**config.mk**
```make
export PLATFORM = sky130hd
export DESIGN_NAME = branch_resolver
export DESIGN_NICKNAME = d
export VERILOG_FILES = /design/src/rtl/branch_resolver_pkg.sv /design/src/rtl/cond_eval.sv /design/src/rtl/branch_resolver.sv
export SDC_FILE = /design/constraint.sdc
export NUM_CORES = 1
export LEC_CHECK = 0
export CAP_MARGIN = 0
export CORE_ASPECT_RATIO = 0.8
export CORE_MARGIN = 2
export CORE_UTILIZATION = 58
export CTS_BUF_LIST = sky130_fd_sc_hd__clkbuf_4 sky130_fd_sc_hd__clkbuf_8
export CTS_CLUSTER_SIZE = 25
export DETAILED_ROUTE_END_ITERATION = 7
export PLACE_DENSITY = 0.89
export SLEW_MARGIN = 20
export SYNTH_ARGS = -nofsm -noshare
export SYNTH_HDL_FRONTEND = slang
export SYNTH_SLANG_ARGS = --single-unit
```
**constraint.sdc**
```tcl
create_clock -name clk -period 10.8 [get_ports clk]
set_clock_uncertainty 0.2 [all_clocks]
set_input_delay 1.62 -clock clk [delete_from_list [all_inputs] [get_ports clk]]
set_output_delay 1.62 -clock clk [all_outputs]
set_load 0.02 [all_outputs]
```
**src/rtl/branch_resolver_pkg.sv**
```systemverilog
// Shared core constants and types for branch resolution and flag consumers.
package branch_resolver_pkg;

  localparam int unsigned XLEN    = 32;
  localparam int unsigned OP_W    = 5;
  localparam int unsigned COND_W  = 4;
  localparam int unsigned FLAGS_W = 4;
  localparam int unsigned CNT_W   = 3;

  // Branch opcodes
  localparam logic [OP_W-1:0] OP_B_IMM  = 5'd12;
  localparam logic [OP_W-1:0] OP_B_REG  = 5'd13;
  localparam logic [OP_W-1:0] OP_BL_REG = 5'd14;

  // Condition codes
  localparam logic [COND_W-1:0] CC_AL = 4'd0;
  localparam logic [COND_W-1:0] CC_EQ = 4'd1;
  localparam logic [COND_W-1:0] CC_NE = 4'd2;
  localparam logic [COND_W-1:0] CC_CS = 4'd3;
  localparam logic [COND_W-1:0] CC_CC = 4'd4;
  localparam logic [COND_W-1:0] CC_MI = 4'd5;
  localparam logic [COND_W-1:0] CC_PL = 4'd6;
  localparam logic [COND_W-1:0] CC_VS = 4'd7;
  localparam logic [COND_W-1:0] CC_VC = 4'd8;
  localparam logic [COND_W-1:0] CC_HI = 4'd9;
  localparam logic [COND_W-1:0] CC_LS = 4'd10;
  localparam logic [COND_W-1:0] CC_GE = 4'd11;
  localparam logic [COND_W-1:0] CC_LT = 4'd12;
  localparam logic [COND_W-1:0] CC_GT = 4'd13;
  localparam logic [COND_W-1:0] CC_LE = 4'd14;
  localparam logic [COND_W-1:0] CC_NV = 4'd15;

  // Flag bit positions within {O,S,Z,C}
  localparam int unsigned FLAG_O = 3;
  localparam int unsigned FLAG_S = 2;
  localparam int unsigned FLAG_Z = 1;
  localparam int unsigned FLAG_C = 0;

  typedef enum logic [1:0] {
    ST_IDLE    = 2'd0,
    ST_WAIT    = 2'd1,
    ST_RESOLVE = 2'd2,
    ST_FLUSH   = 2'd3
  } state_e;

  // Captured branch instruction
  typedef struct packed {
    logic [OP_W-1:0]   op;
    logic [COND_W-1:0] cond;
    logic [XLEN-1:0]   pc;
    logic [XLEN-1:0]   s_1;
    logic [XLEN-1:0]   imm;
  } br_req_t;

endpackage

```
**src/rtl/cond_eval.sv**
```systemverilog
// Combinational condition-code evaluator against {O,S,Z,C} flags.
module cond_eval
  import branch_resolver_pkg::*;
(
  input  logic [COND_W-1:0]  cond,
  input  logic [FLAGS_W-1:0] flags,
  output logic               taken
);

  logic f_o, f_s, f_z, f_c;

  assign f_o = flags[FLAG_O];
  assign f_s = flags[FLAG_S];
  assign f_z = flags[FLAG_Z];
  assign f_c = flags[FLAG_C];

  // Decode condition into a taken decision
  always_comb begin
    taken = 1'b0;
    case (cond)
      CC_AL: taken = 1'b1;
      CC_EQ: taken = f_z;
      CC_NE: taken = !f_z;
      CC_CS: taken = f_c;
      CC_CC: taken = !f_c;
      CC_MI: taken = f_s;
      CC_PL: taken = !f_s;
      CC_VS: taken = f_o;
      CC_VC: taken = !f_o;
      CC_HI: taken = f_c && !f_z;
      CC_LS: taken = !f_c || f_z;
      CC_GE: taken = (f_s == f_o);
      CC_LT: taken = (f_s != f_o);
      CC_GT: taken = !f_z && (f_s == f_o);
      CC_LE: taken = f_z || (f_s != f_o);
      CC_NV: taken = 1'b0;
      default: taken = 1'b0;
    endcase
  end

endmodule

```
**src/rtl/branch_resolver.sv**
```systemverilog
// Branch resolver: captures a branch, waits for flags, redirects/faults, then squashes.
module branch_resolver
  import branch_resolver_pkg::*;
#(
  parameter int unsigned FLUSH_SLOTS = 2
) (
  input  logic                clk,
  input  logic                rst_n,
  input  logic                in_valid,
  output logic                in_ready,
  input  logic [OP_W-1:0]     op,
  input  logic [COND_W-1:0]   cond,
  input  logic [XLEN-1:0]     pc,
  input  logic [XLEN-1:0]     s_1,
  input  logic [XLEN-1:0]     imm,
  input  logic [FLAGS_W-1:0]  flags,
  input  logic                flags_busy,
  input  logic                kill,
  output logic                redirect_valid,
  output logic [XLEN-1:0]     redirect_pc,
  output logic                link_valid,
  output logic [XLEN-1:0]     link_data,
  output logic                fault_valid,
  output logic                squash
);

  state_e            state_q, state_d;
  logic [CNT_W-1:0]  cnt_q, cnt_d;
  br_req_t           br_q, br_d;
  logic              in_ready_q, in_ready_d;
  logic              redirect_valid_q, redirect_valid_d;
  logic [XLEN-1:0]   redirect_pc_q, redirect_pc_d;
  logic              link_valid_q, link_valid_d;
  logic [XLEN-1:0]   link_data_q, link_data_d;
  logic              fault_valid_q, fault_valid_d;
  logic              squash_q, squash_d;

  logic              cond_taken;
  logic              op_is_branch;
  logic [XLEN-1:0]   target;
  logic [XLEN-1:0]   pc_plus4;

  cond_eval u_cond_eval (
    .cond  (br_q.cond),
    .flags (flags),
    .taken (cond_taken)
  );

  // Target and link address from the captured branch
  always_comb begin
    pc_plus4     = br_q.pc + XLEN'(4);
    op_is_branch = (br_q.op == OP_B_IMM) || (br_q.op == OP_B_REG) || (br_q.op == OP_BL_REG);
    target       = (br_q.op == OP_B_IMM) ? (pc_plus4 + br_q.imm) : br_q.s_1;
  end

  // Next-state and registered-output logic
  always_comb begin
    state_d          = state_q;
    cnt_d            = cnt_q;
    br_d             = br_q;
    redirect_valid_d = 1'b0;
    redirect_pc_d    = '0;
    link_valid_d     = 1'b0;
    link_data_d      = '0;
    fault_valid_d    = 1'b0;

    case (state_q)
      ST_IDLE: begin
        if (in_valid && in_ready_q && !kill) begin
          br_d    = '{op: op, cond: cond, pc: pc, s_1: s_1, imm: imm};
          state_d = flags_busy ? ST_WAIT : ST_RESOLVE;
        end
      end
      ST_WAIT: begin
        if (kill) begin
          state_d = ST_IDLE;
        end else if (!flags_busy) begin
          state_d = ST_RESOLVE;
        end
      end
      ST_RESOLVE: begin
        if (kill) begin
          state_d = ST_IDLE;
        end else if (op_is_branch && cond_taken) begin
          state_d = ST_FLUSH;
          cnt_d   = CNT_W'(FLUSH_SLOTS);
          if (target[1:0] != 2'b00) begin
            fault_valid_d = 1'b1;
          end else begin
            redirect_valid_d = 1'b1;
            redirect_pc_d    = target;
            if (br_q.op == OP_BL_REG) begin
              link_valid_d = 1'b1;
              link_data_d  = pc_plus4;
            end
          end
        end else begin
          state_d = ST_IDLE;
        end
      end
      ST_FLUSH: begin
        if (kill || (cnt_q <= CNT_W'(1))) begin
          state_d = ST_IDLE;
          cnt_d   = '0;
        end else begin
          cnt_d = cnt_q - CNT_W'(1);
        end
      end
      default: begin
        state_d = ST_IDLE;
        cnt_d   = '0;
      end
    endcase

    in_ready_d = (state_d == ST_IDLE);
    squash_d   = (state_d == ST_FLUSH);
  end

  // State and output registers
  always_ff @(posedge clk or negedge rst_n) begin
    if (!rst_n) begin
      state_q          <= ST_IDLE;
      cnt_q            <= '0;
      br_q             <= '0;
      in_ready_q       <= 1'b1;
      redirect_valid_q <= 1'b0;
      redirect_pc_q    <= '0;
      link_valid_q     <= 1'b0;
      link_data_q      <= '0;
      fault_valid_q    <= 1'b0;
      squash_q         <= 1'b0;
    end else begin
      state_q          <= state_d;
      cnt_q            <= cnt_d;
      br_q             <= br_d;
      in_ready_q       <= in_ready_d;
      redirect_valid_q <= redirect_valid_d;
      redirect_pc_q    <= redirect_pc_d;
      link_valid_q     <= link_valid_d;
      link_data_q      <= link_data_d;
      fault_valid_q    <= fault_valid_d;
      squash_q         <= squash_d;
    end
  end

  assign in_ready       = in_ready_q;
  assign redirect_valid = redirect_valid_q;
  assign redirect_pc    = redirect_pc_q;
  assign link_valid     = link_valid_q;
  assign link_data      = link_data_q;
  assign fault_valid    = fault_valid_q;
  assign squash         = squash_q;

endmodule

```
==> impl_metrics.ini <==
[global_routing]
track_usage_pct = 28.0
grt_pass1_vias = 6600
grt_max_degree = 102
antenna_found_initial = 0
grt_pass1_wl_um = 34900
grt_overflow = 0

[timing]
fin_crit_ps = 4360
finalHoldViolCount = 0
setup_tns_ps = 0
maxSlewViolCount = 0
finalCritPeriodShare_pct = 40.3
timing.max_slew.rel_slack_pct = 36.7
setup_viol_count_final = 0
max_freq_mhz = 230
tightest_slew_ps = 950
rsz0062_at_grt = no

[clock_network]
cts_max_level = 4
clk_latency_ps = 470
cts_tree = yes
ctsHoldBuffers = 0
clock_path_buffers = 2
path_clk_slew_ps = 100
cts.repair.resized = 0
postCtsSetupRepairBufs = 0
cts-root-buf = clkbuf_8
cts_sinks = 179
cts_buffers = 17

[drt]
first_pass_iters = 6
dr.first_iter.drc_count = 580
drtAntennaViolNets = 0
vias = 6905
via_per_inst = 5.66
wirelength_um = 22300
drc_errors = 0
routedWlPerCell_um = 18.3

[floorplanning]
die-area_um2 = 16500
die_y_um = 115
core_um2 = 15100
io_pins = 183
fp.dieW_um = 143
rows = 40
initial_core_util_pct = 59.6

[yosys]
synth_edf_count = 0
yosys_warnings = 0
synth.distinct_cells = 56
synth-seq-cells = 179
synth_area_um2 = 9000
synth_top_area_share_pct = 49.5
synth_top_cell_by_area = dfrtp_1
async_reset_ff_share_pct = 100
netlist_instances = 819
ys_seq_area_share_pct = 49.8
synth_area_leaders = dfrtp_1 (49%), mux2_2 (13%), ha_1 (6.0%), a21oi_1 (3.2%), nand2_1 (3.2%)
postSynthAreaPerCell_um2 = 11.0
synth-main-ff-cell = dfrtp_1

[place]
io_buffers = 182
place_congestion = 0.869
dp_hpwl_um = 15900

[worst_hold_path]
hold_start = br_q[39]$_DFFE_PN0P_
hold_path_depth = 2
holdPathEnd = redirect_pc[7]$_DFF_PN0_
holdCritPathClass = flip-flop to flip-flop

[power]
p_leak_nw = 5.00
p_per_area_nw_per_um2 = 205
peakVddDrop_v = 0.000105
swShare_pct = 36.5
p_comb_share_pct = 39.6
finalPower_mw = 2.35
power.switching_mw = 0.859
p_int_mw = 1.49
p_clk_share_pct = 22.4
sequentialPowerShare_pct = 38.0

[cells_and_area]
num-nets-final = 1154
num_antenna_cells = 0
layout-drive-gt1-share_pct = 14.6
area_delta_synth_final_pct = 27.4
nFillCells = 1034

[critical_path]
startpoint_type = primary input
worstSetupEndpointType = flip-flop
r2r_cells = 15
critPathRequiredTime_ps = 11010
r2r_setup_slack_ps = 6550
timing.rr.end = redirect_pc[25]$_DFF_PN0_
r2r_start = br_q[70]$_DFFE_PN0P_
arrival_ps = 4570
cp_max_fo = 32
crit_type = primary input to flip-flop

[job]
max_cap_violations = 0

[run_status]
status = complete, no violations
[layout make-up]
class	count	area, µm²	area share, %
timing repair buffer	187	1870	16.3
multi-input combinational	592	4320	37.7
clock inverter	15	225	1.96
sequential	179	4480	39.1
inverter	19	71.3	0.622
tap	210	263	2.29
clock buffer	17	234	2.04
[layer usage]
layer / track usage [%] / wire (µm) / vias up
met3: 6.03 / 1620 / 27
met1: 42.5 / 10600 / 3360
met2: 41.0 / 9720 / 287
met5: 0 / 0 / -
met4: 8.04 / 312 / 0
li1: - / - / 3231
[through the flow]
stage | instance area [µm²] | setup WS (ps) | util, % | hold slack [ps] | instances
3_3_place_gp | 11000 | 5970 | 72.7 | 287 | 1186
4_1_cts | 11500 | 6450 | 75.9 | 316 | 1219
6_report | 11500 | 6440 | 75.9 | 312 | 1219
3_5_place_dp | 11000 | 5960 | 72.8 | 293 | 1187
5_1_grt | 11500 | 6240 | 75.9 | 337 | 1219
2_1_floorplan | 9010 | 7120 | - | 265 | 820
[cell usage after synthesis (all sizes together), types with 2 or more instances]
cell,number
dfrtp,178
mux2,100
nand2,76
a21oi,57
ha,43
nor2,39
nor2b,33
nand3,28
o21ai,27
xor2,27
xnor2,26
clkbuf,19
inv,19
nor3,17
a21o,14
buf,11
nand2b,10
nand4,9
and3,8
o211ai,7
a31oi,6
and2,6
a211oi,5
o21a,5
o31ai,5
or3,5
a21boi,4
and4,4
a2111oi,3
a211o,3
nand3b,3
nor4,3
mux2i,2
o221ai,2
o31a,2
[critical path, cell delays in order]
cell,delay [ps]
clkdlybuf4s50_1,510
mux2i_1,190
nor4_1,80
a2111oi_2,330
o221ai_1,160
a21o_1,230
or3_4,550
inv_2,210
nand3_4,350
inv_1,170
and2_1,140
[sequential cells by signal, summed over array words and instances, names as in the netlist]
register and count:
link_data 32, link_valid 1, br_q 105, squash 1
state_q 2, cnt_q 3, fault_valid 1, redirect_valid 1
in_ready 1, redirect_pc 32
[power by group through the flow]
stage                     sequential (mW)  combinational, mW  clock [mW]
after floorplan                     0.869              0.678           0
after global placement              0.892              0.880           0
after detailed placement            0.901              0.907           0
after CTS                           0.892              0.917       0.531
after global routing                0.910               1.02       0.563
final                               0.893              0.930       0.527
[worst max path at each step]
stage / to / startpoint / slack, ps
after global routing: link_data[3]$_DFF_PN0_ / flags[1] / 6240
after CTS: link_data[3]$_DFF_PN0_ / flags[1] / 6450
after detailed placement: link_data[3]$_DFF_PN0_ / flags[1] / 5960
after global placement: br_q[89]$_DFFE_PN0P_ / kill / 5970
after floorplan: redirect_pc[26]$_DFF_PN0_ / flags[1] / 7120
final: link_data[3]$_DFF_PN0_ / flags[1] / 6440
[logic make-up after synthesis]
family                   share of synthesized area [%]
flip-flops                                        49.8
XOR/XNOR                                          5.16
buffers and inverters                             2.39
other                                           0.0417
adder cells (fa/ha/maj)                           6.20
multiplexers                                      12.7
AO/OA/AOI/OAI                                     10.2
AND/OR/NAND/NOR                                   13.5
[cells in the final DEF, fill, tap and decap left out, drive strengths merged, types with 5 or more instances in the layout]
cell	synthesis	final
a211oi	5	5
xnor2	26	26
o211ai	7	7
a31oi	6	6
ha	43	43
buf	11	6
xor2	27	27
and3	8	8
and2	6	6
or3	5	5
a21o	14	14
nand4	9	9
nor2b	33	33
mux2	100	100
o31ai	5	5
clkinv	0	5
nor3	17	17
nor2	39	39
nand3	28	28
clkdlybuf4s50	0	181
nand2	76	76
bufinv	0	5
clkbuf	19	17
o21a	5	5
dfrtp	178	178
a21oi	57	57
nand2b	10	10
o21ai	27	27
inv	19	23
No activity file was read; power rests on OpenSTA's default activity.
